[config.mk]
export PLATFORM = sky130hd
export DESIGN_NAME = tcp_tx_flow_sched_flat
export DESIGN_NICKNAME = d
export VERILOG_FILES = /design/src/rtl/tcp_tx_flow_sched_pkg.sv /design/src/rtl/tcp_tx_flow_sched_if.sv /design/src/rtl/tcp_sched_rr_pick.sv /design/src/rtl/tcp_tx_flow_sched.sv /design/src/flat_wrapper.sv
export SDC_FILE = /design/constraint.sdc
export NUM_CORES = 1
export LEC_CHECK = 0
export CAP_MARGIN = 20
export CORE_AREA = 3 3 114 116
export CTS_CLUSTER_DIAMETER = 100
export CTS_CLUSTER_SIZE = 12
export DETAILED_ROUTE_END_ITERATION = 10
export DIE_AREA = 0 0 117 119
export GPL_TIMING_DRIVEN = 0
export RECOVER_POWER = 100
export SYNTH_ARGS = -nofsm -noshare
export SYNTH_HDL_FRONTEND = slang
export SYNTH_SLANG_ARGS = --single-unit
[constraint.sdc]
create_clock -name clk -period 9.4 [get_ports clk]
set_clock_uncertainty 0.15 [all_clocks]
set_input_delay 2.35 -clock clk [delete_from_list [all_inputs] [get_ports clk]]
set_output_delay 2.35 -clock clk [all_outputs]
set_load 0.005 [all_outputs]
[src/rtl/tcp_tx_flow_sched_pkg.sv]
// Shared constants and the TX-pipeline scheduler-update command type
// used by the per-flow transmit scheduler.
package tcp_tx_flow_sched_pkg;

  localparam int SCHED_FLOWS_DEFAULT = 16;
  localparam int MAX_FLOW_CNT        = SCHED_FLOWS_DEFAULT;
  localparam int SCHED_FLOWID_W      = $clog2(SCHED_FLOWS_DEFAULT);

  // Packs into the tx_sched_update_{flowid,set} port pair
  typedef struct packed {
    logic [SCHED_FLOWID_W-1:0] flowid;
    logic                      set;
  } sched_upd_struct;

  localparam int SCHED_UPD_STRUCT_W = SCHED_FLOWID_W + 1;

endpackage

[src/rtl/tcp_tx_flow_sched_if.sv]
// Doorbell, TX-pipe update and request handshakes of the flow scheduler.
// The scheduler is the slave; the app/TX pipeline side is the master.
interface tcp_tx_flow_sched_if #(
  parameter int NUM_FLOWS = 16
);
  localparam int FLOWID_W = $clog2(NUM_FLOWS);

  logic                app_sched_val;
  logic [FLOWID_W-1:0] app_sched_flowid;
  logic                app_sched_rdy;

  logic                tx_sched_update_val;
  logic [FLOWID_W-1:0] tx_sched_update_flowid;
  logic                tx_sched_update_set;
  logic                tx_sched_update_rdy;

  logic                sched_tx_req_val;
  logic [FLOWID_W-1:0] sched_tx_req_flowid;
  logic                sched_tx_req_rdy;

  logic [FLOWID_W:0]   pending_cnt;

  modport slave (
    input  app_sched_val, app_sched_flowid,
    output app_sched_rdy,
    input  tx_sched_update_val, tx_sched_update_flowid, tx_sched_update_set,
    output tx_sched_update_rdy,
    output sched_tx_req_val, sched_tx_req_flowid,
    input  sched_tx_req_rdy,
    output pending_cnt
  );

  modport master (
    output app_sched_val, app_sched_flowid,
    input  app_sched_rdy,
    output tx_sched_update_val, tx_sched_update_flowid, tx_sched_update_set,
    input  tx_sched_update_rdy,
    input  sched_tx_req_val, sched_tx_req_flowid,
    output sched_tx_req_rdy,
    input  pending_cnt
  );

endinterface

[src/rtl/tcp_sched_rr_pick.sv]
// Round-robin picker: first set bit strictly after ptr, wrapping.
// Rotate so ptr+1 lands at index 0, priority-encode, then un-rotate.
module tcp_sched_rr_pick #(
  parameter int NUM_FLOWS = 16,
  localparam int FLOWID_W = $clog2(NUM_FLOWS)
) (
  input  logic [NUM_FLOWS-1:0] bitmap,
  input  logic [FLOWID_W-1:0]  ptr,
  output logic                 any,
  output logic [FLOWID_W-1:0]  winner
);

  logic [FLOWID_W-1:0]  base;
  logic [NUM_FLOWS-1:0] rot;
  logic [FLOWID_W-1:0]  off;
  logic [FLOWID_W-1:0]  idx;

  assign base = ptr + 1'b1;

  always_comb begin
    rot = '0;
    idx = '0;
    for (int j = 0; j < NUM_FLOWS; j++) begin
      idx    = FLOWID_W'(j) + base;
      rot[j] = bitmap[idx];
    end
  end

  // Scan downward so the lowest set offset is the one that sticks
  always_comb begin
    off = '0;
    for (int j = NUM_FLOWS - 1; j >= 0; j--) begin
      if (rot[j]) off = FLOWID_W'(j);
    end
  end

  assign any    = |bitmap;
  assign winner = off + base;

endmodule

[src/rtl/tcp_tx_flow_sched.sv]
// Per-flow TX scheduler: pending bitmap fed by app doorbells and TX-pipe
// commands, drained round-robin into a single registered request slot.
module tcp_tx_flow_sched
  import tcp_tx_flow_sched_pkg::*;
#(
  parameter int NUM_FLOWS = SCHED_FLOWS_DEFAULT
) (
  input logic               clk,
  input logic               rst,
  tcp_tx_flow_sched_if.slave bus
);

  localparam int FLOWID_W = $clog2(NUM_FLOWS);

  function automatic logic [FLOWID_W:0] popcount(input logic [NUM_FLOWS-1:0] v);
    logic [FLOWID_W:0] c;
    c = '0;
    for (int i = 0; i < NUM_FLOWS; i++) c = c + {{FLOWID_W{1'b0}}, v[i]};
    return c;
  endfunction

  logic [NUM_FLOWS-1:0] pend_p0, pend_next;
  logic [FLOWID_W-1:0]  ptr_p0;
  logic                 req_val_p1;
  logic [FLOWID_W-1:0]  req_flowid_p1;
  logic [FLOWID_W:0]    cnt_p1;

  logic                 any;
  logic [FLOWID_W-1:0]  winner;
  logic                 load, held;
  logic [NUM_FLOWS-1:0] grant, set_v, clr_v;

  tcp_sched_rr_pick #(.NUM_FLOWS(NUM_FLOWS)) u_pick (
    .bitmap (pend_p0),
    .ptr    (ptr_p0),
    .any    (any),
    .winner (winner)
  );

  assign load  = !req_val_p1 || bus.sched_tx_req_rdy;
  assign held  = req_val_p1 && !bus.sched_tx_req_rdy;
  assign grant = (load && any) ? (NUM_FLOWS'(1) << winner) : '0;

  // A set for the flow parked in the output slot is absorbed: that request
  // will still be served, so marking it again would cause a duplicate grant.
  always_comb begin
    set_v = '0;
    clr_v = '0;
    for (int i = 0; i < NUM_FLOWS; i++) begin
      set_v[i] = ((bus.app_sched_val && bus.app_sched_flowid == FLOWID_W'(i)) ||
                  (bus.tx_sched_update_val && bus.tx_sched_update_set &&
                   bus.tx_sched_update_flowid == FLOWID_W'(i))) &&
                 !(held && req_flowid_p1 == FLOWID_W'(i));
      clr_v[i] = bus.tx_sched_update_val && !bus.tx_sched_update_set &&
                 bus.tx_sched_update_flowid == FLOWID_W'(i);
    end
    pend_next = (pend_p0 & ~grant & ~clr_v) | set_v;
  end

  // ---- stage p0: pending bitmap and round-robin pointer ----
  always_ff @(posedge clk or posedge rst) begin
    if (rst) begin
      pend_p0 <= '0;
      ptr_p0  <= FLOWID_W'(NUM_FLOWS - 1);
    end else begin
      pend_p0 <= pend_next;
      if (load && any) ptr_p0 <= winner;
    end
  end

  // ---- stage p1: request output slot and population count ----
  always_ff @(posedge clk or posedge rst) begin
    if (rst) begin
      req_val_p1    <= 1'b0;
      req_flowid_p1 <= '0;
      cnt_p1        <= '0;
    end else begin
      cnt_p1 <= popcount(pend_next);
      if (load) begin
        req_val_p1 <= any;
        if (any) req_flowid_p1 <= winner;
      end
    end
  end

  assign bus.app_sched_rdy       = !rst;
  assign bus.tx_sched_update_rdy = !rst;
  assign bus.sched_tx_req_val    = req_val_p1;
  assign bus.sched_tx_req_flowid = req_flowid_p1;
  assign bus.pending_cnt         = cnt_p1;

endmodule
[src/flat_wrapper.sv]
// flat-port wrapper written by rule: the top's interface ports become plain ports
module tcp_tx_flow_sched_flat import tcp_tx_flow_sched_pkg::*;
#(
  parameter int NUM_FLOWS = SCHED_FLOWS_DEFAULT
)
  (clk, rst, bus_app_sched_val, bus_app_sched_flowid, bus_app_sched_rdy, bus_tx_sched_update_val, bus_tx_sched_update_flowid, bus_tx_sched_update_set, bus_tx_sched_update_rdy, bus_sched_tx_req_val, bus_sched_tx_req_flowid, bus_sched_tx_req_rdy, bus_pending_cnt);
  tcp_tx_flow_sched_if #(.NUM_FLOWS(NUM_FLOWS)) bus_i ();
  input logic clk;
  input logic rst;
  input wire logic [$bits(bus_i.app_sched_val)-1:0] bus_app_sched_val;
  input wire logic [$bits(bus_i.app_sched_flowid)-1:0] bus_app_sched_flowid;
  output wire logic [$bits(bus_i.app_sched_rdy)-1:0] bus_app_sched_rdy;
  input wire logic [$bits(bus_i.tx_sched_update_val)-1:0] bus_tx_sched_update_val;
  input wire logic [$bits(bus_i.tx_sched_update_flowid)-1:0] bus_tx_sched_update_flowid;
  input wire logic [$bits(bus_i.tx_sched_update_set)-1:0] bus_tx_sched_update_set;
  output wire logic [$bits(bus_i.tx_sched_update_rdy)-1:0] bus_tx_sched_update_rdy;
  output wire logic [$bits(bus_i.sched_tx_req_val)-1:0] bus_sched_tx_req_val;
  output wire logic [$bits(bus_i.sched_tx_req_flowid)-1:0] bus_sched_tx_req_flowid;
  input wire logic [$bits(bus_i.sched_tx_req_rdy)-1:0] bus_sched_tx_req_rdy;
  output wire logic [$bits(bus_i.pending_cnt)-1:0] bus_pending_cnt;
  assign bus_i.app_sched_val = bus_app_sched_val;
  assign bus_i.app_sched_flowid = bus_app_sched_flowid;
  assign bus_app_sched_rdy = bus_i.app_sched_rdy;
  assign bus_i.tx_sched_update_val = bus_tx_sched_update_val;
  assign bus_i.tx_sched_update_flowid = bus_tx_sched_update_flowid;
  assign bus_i.tx_sched_update_set = bus_tx_sched_update_set;
  assign bus_tx_sched_update_rdy = bus_i.tx_sched_update_rdy;
  assign bus_sched_tx_req_val = bus_i.sched_tx_req_val;
  assign bus_sched_tx_req_flowid = bus_i.sched_tx_req_flowid;
  assign bus_i.sched_tx_req_rdy = bus_sched_tx_req_rdy;
  assign bus_pending_cnt = bus_i.pending_cnt;
  tcp_tx_flow_sched #(.NUM_FLOWS(NUM_FLOWS)) u_core (.clk(clk), .rst(rst), .bus(bus_i));
endmodule
# Yosys cells after proc, flatten, opt, wreduce, memory -nomap -nowiden
# Cells that the tools add are included.
[totals]
input_bits = 14
ff_bits = 30
word_cells = 279
[op_classes]
reduce_logical = 126
shift = 1
n_addsub = 32
muxes = 49
n_lt_le_gt_ge = 16
n_eq_ne = 45
bitwise = 5
[op_table]
columns = ["operator", "count"]
rows = [
  ["4-bit equality test (second input constant)", 24],
  ["1-bit logical AND", 84],
  ["4-bit by 5-bit < comparator with 1-bit output (second input constant)", 16],
  ["5-bit by 1-bit adder with 5-bit output", 14],
  ["1-bit binary-select mux with 4-bit select", 16],
  ["4-bit 2-to-1 mux", 16],
  ["4-bit by 3-bit equality test with 1-bit output (second input constant)", 12],
  ["4-bit adder (first input constant)", 8],
  ["16-bit bitwise AND", 2],
  ["16-bit inverter", 2],
  ["4-bit by 2-bit equality test with 1-bit output (second input constant)", 6],
  ["1-bit zero test", 20],
  ["1-bit logical OR", 17],
  ["3-bit by 4-bit adder with 4-bit output (first input constant)", 4],
  ["1-bit 2-to-1 mux", 16],
  ["16-bit 2-to-1 mux", 1],
  ["16-bit bitwise OR", 1],
  ["16-bit OR reduction", 1],
  ["1-bit by 4-bit left shift with 16-bit output (first input constant)", 1],
  ["4-bit by 1-bit equality test with 1-bit output (second input constant)", 3],
  ["4-bit zero test", 3],
  ["2-bit by 4-bit adder with 4-bit output (first input constant)", 2],
  ["1-bit by 4-bit adder with 4-bit output (first input constant)", 1],
  ["4-bit by 1-bit adder with 4-bit output (second input constant)", 1],
  ["other kinds (3)", 3],
]

# Logic depth before layout (Yosys ltp)
# Gate-level depths: netlist (run 1).
[depth]
word_depth = 42
mapped_depth = 35

# Hierarchy
# From an unflattened synthesis (run 1), not the netlist that was laid out.
[unflattened]
cells_unflattened = 408
area_unflattened_um2 = 3958.8
[by_module_without_submodules]
columns = ["module", "seq_area_each_um2", "cells_per_inst", "instances", "area_per_inst_um2"]
rows = [
  ["tcp_tx_flow_sched", 755.7, 222, 1, 2193.4],
  ["tcp_sched_rr_pick", 0.0, 186, 1, 1765.4],
]

# Worst setup path after synthesis (run 1)
# Ideal clock, no wire load.
[synth_path]
path_kind = "register to register"
start = "reg u_core.ptr_p0[0]"
end = "reg u_core.cnt_p1[4], in the netlist u_core.bus.pending_cnt[4]"
setup_slack_ns = 0.717
required_time_ns = 9.131
arrival_ns = 8.414
synth_period_minus_slack_ns = 8.683
setup_time_ns = 0.119
path_stages_with_launch = 33
path_cell_list = "dfstp_2 -> buf_2 -> inv_1 -> buf_2 -> ha_1 -> buf_4 -> buf_6 -> mux4_2 -> nor2b_1 -> o211a_1 -> nor3b_1 -> a21boi_0 -> o21bai_1 -> a211oi_1 -> o21ba_2 -> ha_1 -> a21o_1 -> a21oi_1 -> xor2_1 -> nand3_1 -> nor4_1 -> a311oi_1 -> ha_1 -> inv_1 -> fa_1 -> fa_1 -> fa_1 -> fa_1 -> inv_1 -> fa_1 -> fa_1 -> a21oi_1 -> nor2b_1"
[synth_via]
elab_chain_cells = 42
elab_cells_between_ends = 86
classes_between = "add/sub: 32; shift: 1; mux: 49; bitwise: 4"
[synth_lines]
columns = ["item", "line", "source"]
rows = [
  ["from (decl)", "tcp_tx_flow_sched.sv:23", "logic [FLOWID_W-1:0] ptr_p0;"],
  ["from (signal assigned)", "tcp_tx_flow_sched.sv:64", "ptr_p0 <= FLOWID_W'(NUM_FLOWS - 1);"],
  ["from (signal assigned)", "tcp_tx_flow_sched.sv:67", "if (load && any) ptr_p0 <= winner;"],
  ["4-bit by 1-bit adder with 4-bit output *", "tcp_sched_rr_pick.sv:18", "assign base = ptr + 1'b1;"],
  ["4-bit adder", "tcp_sched_rr_pick.sv:24", "idx = FLOWID_W'(j) + base;"],
  ["1-bit binary-select mux with 4-bit select", "tcp_sched_rr_pick.sv:25", "rot[j] = bitmap[idx];"],
  ["1-bit 2-to-1 mux (not written as such)", "tcp_sched_rr_pick.sv:25", ""],
  ["4-bit 2-to-1 mux (16 in a row)", "tcp_sched_rr_pick.sv:33", "if (rot[j]) off = FLOWID_W'(j);"],
  ["4-bit adder *", "tcp_sched_rr_pick.sv:38", "assign winner = off + base;"],
  ["1-bit by 4-bit left shift with 16-bit output *", "tcp_tx_flow_sched.sv:42", "assign grant = (load && any) ? (NUM_FLOWS'(1) << winner) : '0;"],
  ["16-bit 2-to-1 mux *", "tcp_tx_flow_sched.sv:42", ""],
  ["16-bit inverter *", "tcp_tx_flow_sched.sv:57", "pend_next = (pend_p0 & ~grant & ~clr_v) | set_v;"],
  ["16-bit bitwise AND * (2 in a row)", "tcp_tx_flow_sched.sv:57", ""],
  ["16-bit bitwise OR *", "tcp_tx_flow_sched.sv:57", ""],
  ["net u_core.pend_next[0]", "tcp_tx_flow_sched.sv:22", "logic [NUM_FLOWS-1:0] pend_p0, pend_next;"],
  ["1-bit by 1-bit adder with 2-bit output *", "tcp_tx_flow_sched.sv:18", "for (int i = 0; i < NUM_FLOWS; i++) c = c + {{FLOWID_W{1'b0}}, v[i]};"],
  ["5-bit by 1-bit adder with 5-bit output * (14 in a row)", "tcp_tx_flow_sched.sv:18", ""],
  ["to (signal assigned)", "tcp_tx_flow_sched.sv:78", "cnt_p1 <= popcount(pend_next);"],
  ["to (decl)", "tcp_tx_flow_sched.sv:26", "logic [FLOWID_W:0] cnt_p1;"],
]
# Mark *: on every way through the listed nets, which the timed path passes. The rest lies on a longest branch. The select of a mux whose other input is x is not followed.
# A chain may end at the register's enable or synchronous reset.

# Final worst setup path (run 1)
# Same ends and word-level chain as after synthesis.

==> results of run 1 <==
placed cells by master (no fill, tap or decap), drive strengths merged, types with 13 or more instances in the layout:
master,count
mux2,21
dfrtp,26
buf,16
mux2i,27
o21ai,35
inv,18
clkbuf,14
o21a,13
a21oi,20
nor2b,15
nand2,42
nor2,58
cell type report:
type                       count  share of cell area, %
timing repair buffer          30                  6.127
multi-input combinational    408                  66.79
inverter                      19                  1.499
clock buffer                   5                  2.630
clock inverter                 3                 0.8414
tap                          147                  3.865
buffer                        18                  2.367
sequential                    30                  15.88
logic make-up after synthesis:
| family | share of synthesized area, % |
|---|---|
| buf+inv | 4.584 |
| compound gates | 19.89 |
| fa+ha+maj | 8.726 |
| xor+xnor | 5.280 |
| mux | 17.17 |
| simple gates | 25.26 |
| flops | 19.10 |
worst paths after layout:
check	startpoint	end	slack, ns	depth (start not counted)
max	u_core.ptr_p0[0]$_DFFE_PP1P_	u_core.bus.pending_cnt[4]$_DFF_PP0_	0.40	30
min	u_core.bus.sched_tx_req_val$_DFFE_PP0N_	u_core.bus.sched_tx_req_val$_DFFE_PP0N_	0.44	2
max reg2reg	u_core.ptr_p0[0]$_DFFE_PP1P_	u_core.bus.pending_cnt[4]$_DFF_PP0_	0.40	30
min reg2reg	u_core.bus.sched_tx_req_val$_DFFE_PP0N_	u_core.bus.sched_tx_req_val$_DFFE_PP0N_	0.44	2
max in group asynchronous	rst	u_core.bus.sched_tx_req_flowid[3]$_DFFE_PP0P_	5.29	3
min in group asynchronous	rst	u_core.bus.pending_cnt[2]$_DFF_PP0_	2.35	2
per-layer routing:
| metal | global-route usage [%] | part of all wire (%) | vias to the layer above |
|---|---|---|---|
| met2 | 28.63 | 50 | 115 |
| met4 | 6.738 | 3.1 | 0 |
| met1 | 22.41 | 43 | 1785 |
| met3 | 1.982 | 4.2 | 23 |
| met5 | 0 | 0 | - |
| li1 | - | - | 1790 |
registers in the layout, summed over array words and instances (netlist names):
register / count
u_core.pend_p0: 16
u_core.bus.sched_tx_req_flowid: 4
u_core.ptr_p0: 4
u_core.bus.sched_tx_req_val: 1
u_core.bus.pending_cnt: 5
synthesized netlist by cell type, types with 5 or more instances:
library cell and number:
o21a_1 13, nand3_1 11, mux4_2 7, nor2b_1 15, clkbuf_1 7, ha_1 10
nand2b_1 12, mux2i_1 27, xnor2_1 10, o22ai_1 12, dfrtp_1 26, a21oi_1 20
nor4_1 9, inv_1 17, nor2_1 58, or2_1 5, mux2_2 13, o21ai_0 34
xor2_1 5, fa_1 11, nor3_1 12, nand2_1 42, a21o_1 5, and2_1 8
or3_1 6
worst reg2reg max path: cells and delay by family, from the launching register on:
kind	cells	cell delay, ns
AO/OA/AOI/OAI	6	1.22
XOR/XNOR	1	0.23
adder cells (fa/ha/maj)	9	3.94
buffers and inverters	7	1.03
flip-flops	1	0.52
multiplexers	3	0.92
AND/OR/NAND/NOR	4	0.88
through the flow:
step	TNS [ns]	cells	hold slack, ns	area (µm²)	utilization, %
3_5_place_dp	-1.778	646	0.4300	4399	36.63
3_3_place_gp	-1.610	645	0.4143	4372	36.40
5_1_grt	-0.03083	660	0.5009	4758	39.61
4_1_cts	0	656	0.4486	4627	38.52
2_1_floorplan	0	475	0.3900	3958	-
6_report	0	660	0.4383	4758	39.61
what timing repair did:
item / 4_1_cts / 5_1_grt
hold buffers: 0 / 0
buffers inserted: 2 / 4
setup endpoints to repair: 4 / 4
pin swaps: 0 / 1
resized for setup: 7 / 24
==> summary.txt, run 1 <==
Worst setup path
  • Category of the most critical setup path: reg2reg
  • Crit path capture type: register
  • Critical-path maximum fanout: 11
  • Worst path bufs/invs: 7
  • Arr. time, crit path: around 9.0 ns
  • Max incr delay on CP: 0.57 ns
  • Slowest stage cell, crit path: fa_1
  • Required time worst endpoint: roughly 9.4 ns
  • CP startpoint kind: register
  • Cell family with most CP delay: adder cells
  • Cell mode on critical path: fa_1

STA
  • Final worst slack: ~0.40 ns
  • Worst Tran Pin Value: between 1 and 1.5 ns
  • Count of pins over their slew limit: 0
  • Final period utilization: 95.74%
  • Fin crit period: 9.000 ns
  • Fmax: between 100 and 150 MHz
  • Fin. Hold Viols: 0
  • Max-Slew Margin vs Limit: 17.96%
  • # setup viols final: 0

Clock tree
  • CTS Buffer Depth: 2
  • CTS buffer count: 5
  • CTS clk-pin slew, worst paths: roughly 0.050 ns
  • CTS tree: done
  • CTS Root Cell: clkbuf_16
  • # H-tree levels: 2
  • Worst-Skew Late Latency: 0.28 ns
  • CTS sink count: 30

Worst hold path
  • Hold WC Path Type: reg2reg

Floorplan
  • Die area: about 14,000 µm²
  • Core Box Area: approximately 12,000 µm²
  • Die Width: about 120 µm
  • Die Ht: 119 µm
  • I/O pins: 26
  • Initial Util: roughly 33%
  • # rows: 40

Layout
  • Filler cells: between 1,000 and 1,500
  • Area growth from synthesis to layout: 20.23%
  • FF+latch area: 755.7 µm²
  • # diodes: 0
  • Layout cells sized above 1: about 17%
  • Post-layout nets: approximately 550
  • Footprint of the multi-input gates: ~3200 µm²

Drt
  • # DRC: 0
  • Antenna-violating nets left: 0
  • Routed len/inst: ~18 µm
  • Initial DRC count: 265
  • Drt total wl: 11,660 µm
  • TritonRoute pass-1 iters: 5
  • Vias per cell: approximately 5.6
  • Routed via count: between 3,000 and 4,000

Logic synthesis
  • Yosys cell types: 66
  • Async S/R FF share, synth: between 90% and 100%
  • Number of flops mapped to enable cells by yosys: 0
  • Sequential area share after synthesis: a little under a fifth
  • Register bit total from synthesis: 30
  • Post-Synthesis Cells: between 400 and 500
  • Area share of the largest cell type after synthesis: between 10% and 20%
  • Syn Nets: between 500 and 600
  • Ranking of synthesized cells by area: dfrtp_1 (16%), mux2i_1 (6.8%), fa_1 (5.6%), nor2_1 (5.5%), o21ai_0 (4.3%)
  • Synthesized area per cell: around 8.3 µm²
  • Main flop type after synthesis: dfrtp_1
  • Yosys warnings: 0
  • Area leader, netlist: dfrtp_1
  • Mapped Area: 3958 µm²

Global route
  • Total gr overflow: 0
  • Number of global-route vias before repair: roughly 3,600
  • Initial antenna violation count: 0
  • Global-route wire length before repair: approximately 19,000 µm
  • Largest net degree at the start of global routing: 23
  • GRT Util Overall: 17.17%

Place
  • Port buffer count: 23
  • Place WS: -0.5409 ns
  • GP Congestion: just over 0.9
  • DPL Wire Length: just over 9000 µm

Run
  • Max-Cap Viols: 0

Status
  • Status: completed
Power of run 1 is not shown: default switching activity piles up to over one toggle a cycle in this logic, so the estimate is an artifact.
==> run 2, diff against run 1 <==
Settings changed: CORE_AREA 3 3 114 116 to 2 2 113 115, DIE_AREA 0 0 117 119 to 0 0 115 117.
==> summary.txt, run 2 (synthesis results as in run 1) <==
Worst setup path
  • Cell mode on critical path: fa_1
  • Slowest stage cell, crit path: dfstp_2
  • Worst path bufs/invs: 6
  • Crit path capture type: register
  • Category of the most critical setup path: reg2reg
  • Arr. time, crit path: approximately 9 ns
  • Cell family with most CP delay: adder cells
  • CP startpoint kind: register
  • Critical-path maximum fanout: 11
  • Required time worst endpoint: around 9.4 ns
  • Max incr delay on CP: between 0.5 and 0.6 ns

Layout
  • Leading cell type in the layout, fill and taps excluded: nor2_1
  • Post-layout nets: around 540
  • Layout cells sized above 1: about 17%
  • Area growth from synthesis to layout: 18.53%
  • Largest Register: u_core.pend_p0
  • Non-filler instance count after layout: between 600 and 700
  • # diodes: 0
  • Highest-count cells in the layout ignoring fill and taps: nor2_1 (57), nand2_1 (40), o21ai_0 (32)
  • Max reg flops: 16

Clock tree
  • # H-tree levels: 2
  • CTS Root Cell: clkbuf_16
  • CTS clk-pin slew, worst paths: ~0.050 ns
  • CTS tree: done
  • CTS sink count: 30
  • CTS buffer count: 5
  • Worst-Skew Late Latency: roughly 0.28 ns
  • CTS Buffer Depth: 2

Drt
  • Initial DRC count: 310
  • Drt total wl: about 12,000 µm
  • Vias per cell: 5.685
  • Routed len/inst: 17.97 µm
  • # DRC: 0
  • TritonRoute pass-1 iters: 5
  • Routed via count: between 3,000 and 4,000
  • Antenna-violating nets left: 0

STA
  • Setup TNS: 0 ns
  • Count of pins over their slew limit: 0
  • Fmax: around 110 MHz
  • Max-Slew Margin vs Limit: 13.03%
  • Fin. Hold Viols: 0
  • Worst Tran Pin Value: roughly 1.3 ns
  • # setup viols final: 0
  • Fin crit period: about 9.0 ns
  • Final worst slack: about 0.42 ns
  • Final period utilization: approximately 95%

Place
  • GP Congestion: 0.9187
  • Place WS: -0.5710 ns
  • DPL Wire Length: around 9400 µm
  • Port buffer count: 23
  • Placed cell count: between 600 and 700

Floorplan
  • Die area: 13,460 µm²
  • Initial Util: between 30% and 40%
  • Core Box Area: 12,310 µm²
  • Die Ht: ~120 µm
  • I/O pins: 26
  • # rows: 41
  • Die Width: 115 µm

Global route
  • GRT Util Overall: approximately 18%
  • Number of global-route vias before repair: about 3,800
  • Initial antenna violation count: 0
  • Global-route wire length before repair: about 20,000 µm
  • Largest net degree at the start of global routing: 23
  • Total gr overflow: 0

Run
  • Max-Cap Viols: 0

Worst hold path
  • Hold WC Path Type: reg2reg

Status
  • Status: completed
## run 2: routing by layer
metal | GRT usage (%) | up-vias | part of all wire, %
li1 | - | 1781 | -
met1 | 23.07 | 1805 | 41
met2 | 31.92 | 140 | 49
met3 | 1.699 | 26 | 5.5
met4 | 8.916 | 0 | 3.8
met5 | 0 | - | 0
## run 2: repair_timing
| action | CTS | global route |
|---|---|---|
| hold buffers | 0 | 0 |
| pin swaps | 1 | 1 |
| setup endpoints to repair | 4 | 4 |
| resized for setup | 7 | 23 |
| buffers inserted | 2 | 2 |
## run 2: path summary, 6_finish.rpt
path | depth (start not counted) | start | slack [ns] | end
worst max-delay path | 32 | u_core.ptr_p0[0]$_DFFE_PP1P_ | 0.42 | u_core.bus.pending_cnt[4]$_DFF_PP0_
worst min-delay path | 2 | u_core.bus.sched_tx_req_val$_DFFE_PP0N_ | 0.43 | u_core.bus.sched_tx_req_val$_DFFE_PP0N_
worst max register to register | 32 | u_core.ptr_p0[0]$_DFFE_PP1P_ | 0.42 | u_core.bus.pending_cnt[4]$_DFF_PP0_
worst min register to register | 2 | u_core.bus.sched_tx_req_val$_DFFE_PP0N_ | 0.43 | u_core.bus.sched_tx_req_val$_DFFE_PP0N_
max in group asynchronous | 3 | rst | 5.22 | u_core.bus.sched_tx_req_flowid[3]$_DFFE_PP0P_
min in group asynchronous | 2 | rst | 2.35 | u_core.pend_p0[0]$_DFF_PP0_
## run 2: area by class of cell
| type | instances | area (µm²) |
|---|---|---|
| Sequential cell | 30 | 755.7 |
| Timing Repair Buffer | 28 | 264.0 |
| Clock inverter | 1 | 5.005 |
| Buffer | 17 | 107.6 |
| Tap cell | 150 | 187.7 |
| Clock buffer | 7 | 142.6 |
| Multi-Input combinational cell | 408 | 3157 |
| Fill cell | 1261 | 7621 |
| Inverter | 19 | 71.32 |
## run 2: per-stage QoR
stage          util [%]  area, µm²  hold WS, ns
2_1_floorplan         -       3958       0.3900
3_3_place_gp      35.54       4375       0.4244
3_5_place_dp      35.76       4403       0.4287
4_1_cts           37.47       4613       0.4445
5_1_grt           38.10       4691       0.5075
6_report          38.10       4691       0.4345
## run 2: worst reg2reg max path: cells and delay by family, from the launching register on
family | cells | cell delay, ns
buffers and inverters | 6 | 0.80
adders and majority gates | 9 | 3.84
and+or+nand+nor | 4 | 0.86
DFF | 1 | 0.57
AOI/OAI and AO/OA | 8 | 1.43
muxes | 4 | 0.96
xor gates and xnor gates | 1 | 0.24
Power of run 2 is left out for the same reason.
==> edit, RTL diff (settings of run 2) <==
The package constant `SCHED_FLOWS_DEFAULT` goes from 16 to 8.
--- a/src/rtl/tcp_tx_flow_sched_pkg.sv
+++ b/src/rtl/tcp_tx_flow_sched_pkg.sv
@@ -3,5 +3,5 @@
 package tcp_tx_flow_sched_pkg;
 
-  localparam int SCHED_FLOWS_DEFAULT = 16;
+  localparam int SCHED_FLOWS_DEFAULT = 8;
   localparam int MAX_FLOW_CNT        = SCHED_FLOWS_DEFAULT;
   localparam int SCHED_FLOWID_W      = $clog2(SCHED_FLOWS_DEFAULT);
Ports: changed (resized bus_app_sched_flowid, bus_pending_cnt, bus_sched_tx_req_flowid and bus_tx_sched_update_flowid); port bits go from 26 to 22. No check against the original RTL was run, so the function may have changed too.
==> edit against run 2 <==
- cell area fell by 51%
- wire length fell by 57%
- largest cell class unchanged
- highest routed layer unchanged
- sequential cell count fell by 11
- area after synthesis fell by 53%
- sequential share of layout area rose by 4.5 points
- setup slack improved by 1300 ps
- critical path type unchanged
- final cell count fell by 43%
Power is not shown: default switching activity piles up to over one toggle a cycle in this logic, so the estimate is an artifact.
==> edit: results (changes against run 2) <==
- Pre-antenna DRT Iters: 4 (-1)
- Clock tree buffer depth: 2 (unchanged)
- Worst Path Arrival: 7670 ps (-1320 ps)
- Layout cells sized above 1: 11.2% (-5.5 points)
- Layout filler cell count: 1370 (+8.6%)
- Sequential share of the synthesized area: 25.8% (+6.7 points)
- Synth cell types: 45 (-32%)
- Gr usage total: 7.80% (-11 points)
- Post-synth top cells: 16 x dfrtp_1, 16 x nor2_1, 15 x a21oi_1, 13 x nand2_1
- HPWL after DPL: 4050 um (-57%)
- CP peak stage delay: 640 ps (+70 ps)
- Status: completed
- Vias in the first global route: 1662 (-56%)
- Worst skew pair latency: 260 ps (-20 ps)
- CTS root buf: clkbuf_16
- Yosys warns: 0 (unchanged)
- Slew margin rel.: 44.4% (+31 points)
- Inserted Diodes: 0 (unchanged)
- DRT iter0 DRCs: 183 (-41%)
- Top reg by flops: u_core.pend_p0
- Slowest CP cell: mux4_1
- Routed vias: 1668 (-56%)
- # nets final: 247 (-55%)
- # Post-CTS Setup Buffers: 0 (-2)
- DRC: 0 (unchanged)
- Largest net degree at the start of global routing: 22 (-4.3%)
- CTS Buf Count: 3 (-2)
- Crit path max fanout: 10 (-1)
- Final wirelength: 5140 um (-57%)
- DP Worst Slack: 2510 ps (+3080 ps)
- Max reg flops: 8 (-8)
- GRT Residual Overflow: 0 (unchanged)
- First-pass GRT wire length: 8230 um (-58%)
- Min-Delay Path Class: reg2reg
- Port bufs: 21 (-8.7%)
- Final Wtd Congestion: 0.860 (-6.4%)
- Synth async-reset ratio: 100% (unchanged)
- Synth area leaders: dfrtp_1 22%, mux4_2 8.5%, fa_1 5.4%
- H-Tree Depth: 1 (-1)
- Syn_nets: 221 (-57%)
- Tmin final: 7680 ps (-1300 ps)
- CTS clock-pin slew for the worst setup and hold paths: 50 ps (about the same)
- Initial antenna violation count: 0 (unchanged)
- Post_cts resized: 0 (-7)
-- edit: cell types whose count changed after synthesis, moves of 7 or more --
| cell | before | now |
|---|---|---|
| mux2_2 | 13 | 2 |
| o21ai_0 | 34 | 9 |
| nor2_1 | 58 | 16 |
| nand2b_1 | 12 | 4 |
| mux2i_1 | 27 | 5 |
| nand2_1 | 42 | 13 |
| nor3_1 | 12 | 2 |
| inv_1 | 17 | 9 |
| o22ai_1 | 12 | 0 |
| o21a_1 | 13 | 0 |
| dfrtp_1 | 26 | 16 |
| nor2b_1 | 15 | 8 |
-- edit: final timing paths --
| check | cells past startpoint | end | from |
|---|---|---|---|
| min in group asynchronous | 2 | u_core.pend_p0[1] | rst |
| max in group asynchronous | 2 | u_core.pend_p0[5] | rst |
| worst max-delay path | 23 | u_core.bus.pending_cnt[2] | u_core.ptr_p0[0] |
| worst max register to register | 23 | u_core.bus.pending_cnt[2] | u_core.ptr_p0[0] |
| worst min register to register | 2 | u_core.ptr_p0[1] | u_core.ptr_p0[1] |
| worst min-delay path | 2 | u_core.ptr_p0[1] | u_core.ptr_p0[1] |
-- edit: layout make-up --
type | count | area share, %
sequential | 19 | 20.7
clock buffer | 4 | 3.40
multi-input combinational | 162 | 55.5
tap | 150 | 8.09
timing repair buffer | 21 | 9.06
buffer | 8 | 1.83
inverter | 9 | 1.46
-- edit: cells by family (layout without fill, tap and decap cells) --
logic type	after synthesis	after routing	synth area share, %
compound gates	46	46	17.1
simple gates	82	82	24.0
buf+inv	17	42	4.92
flops	19	19	25.8
xor+xnor	8	8	4.92
mux	15	15	13.8
fa+ha+maj	11	11	9.43
-- edit: metal layers --
metal	up-vias	global-route usage, %	wire length, um
met2	37	14.7	2820
li1	791	-	-
met4	0	2.41	62
met1	835	8.93	2050
met3	5	1.44	197
met5	-	0	0
-- edit: through the flow --
step | area [um^2] | hold WS (ps) | cells
after global routing | 2320 | 382 | 373
after detailed placement | 2260 | 360 | 369
after CTS | 2330 | 369 | 373
after global placement | 2260 | 341 | 369
after floorplan | 1860 | 324 | 198
final | 2320 | 370 | 373
-- edit: worst max-delay path: cells and delay by family, from the launching register on --
family / cells / cell delay [ps]
adders and majority gates: 8 / 3230
buffers and inverters: 5 / 1160
AOI/OAI and AO/OA: 6 / 1130
muxes: 2 / 850
DFF: 1 / 530
and+or+nand+nor: 1 / 350
xor gates and xnor gates: 1 / 150
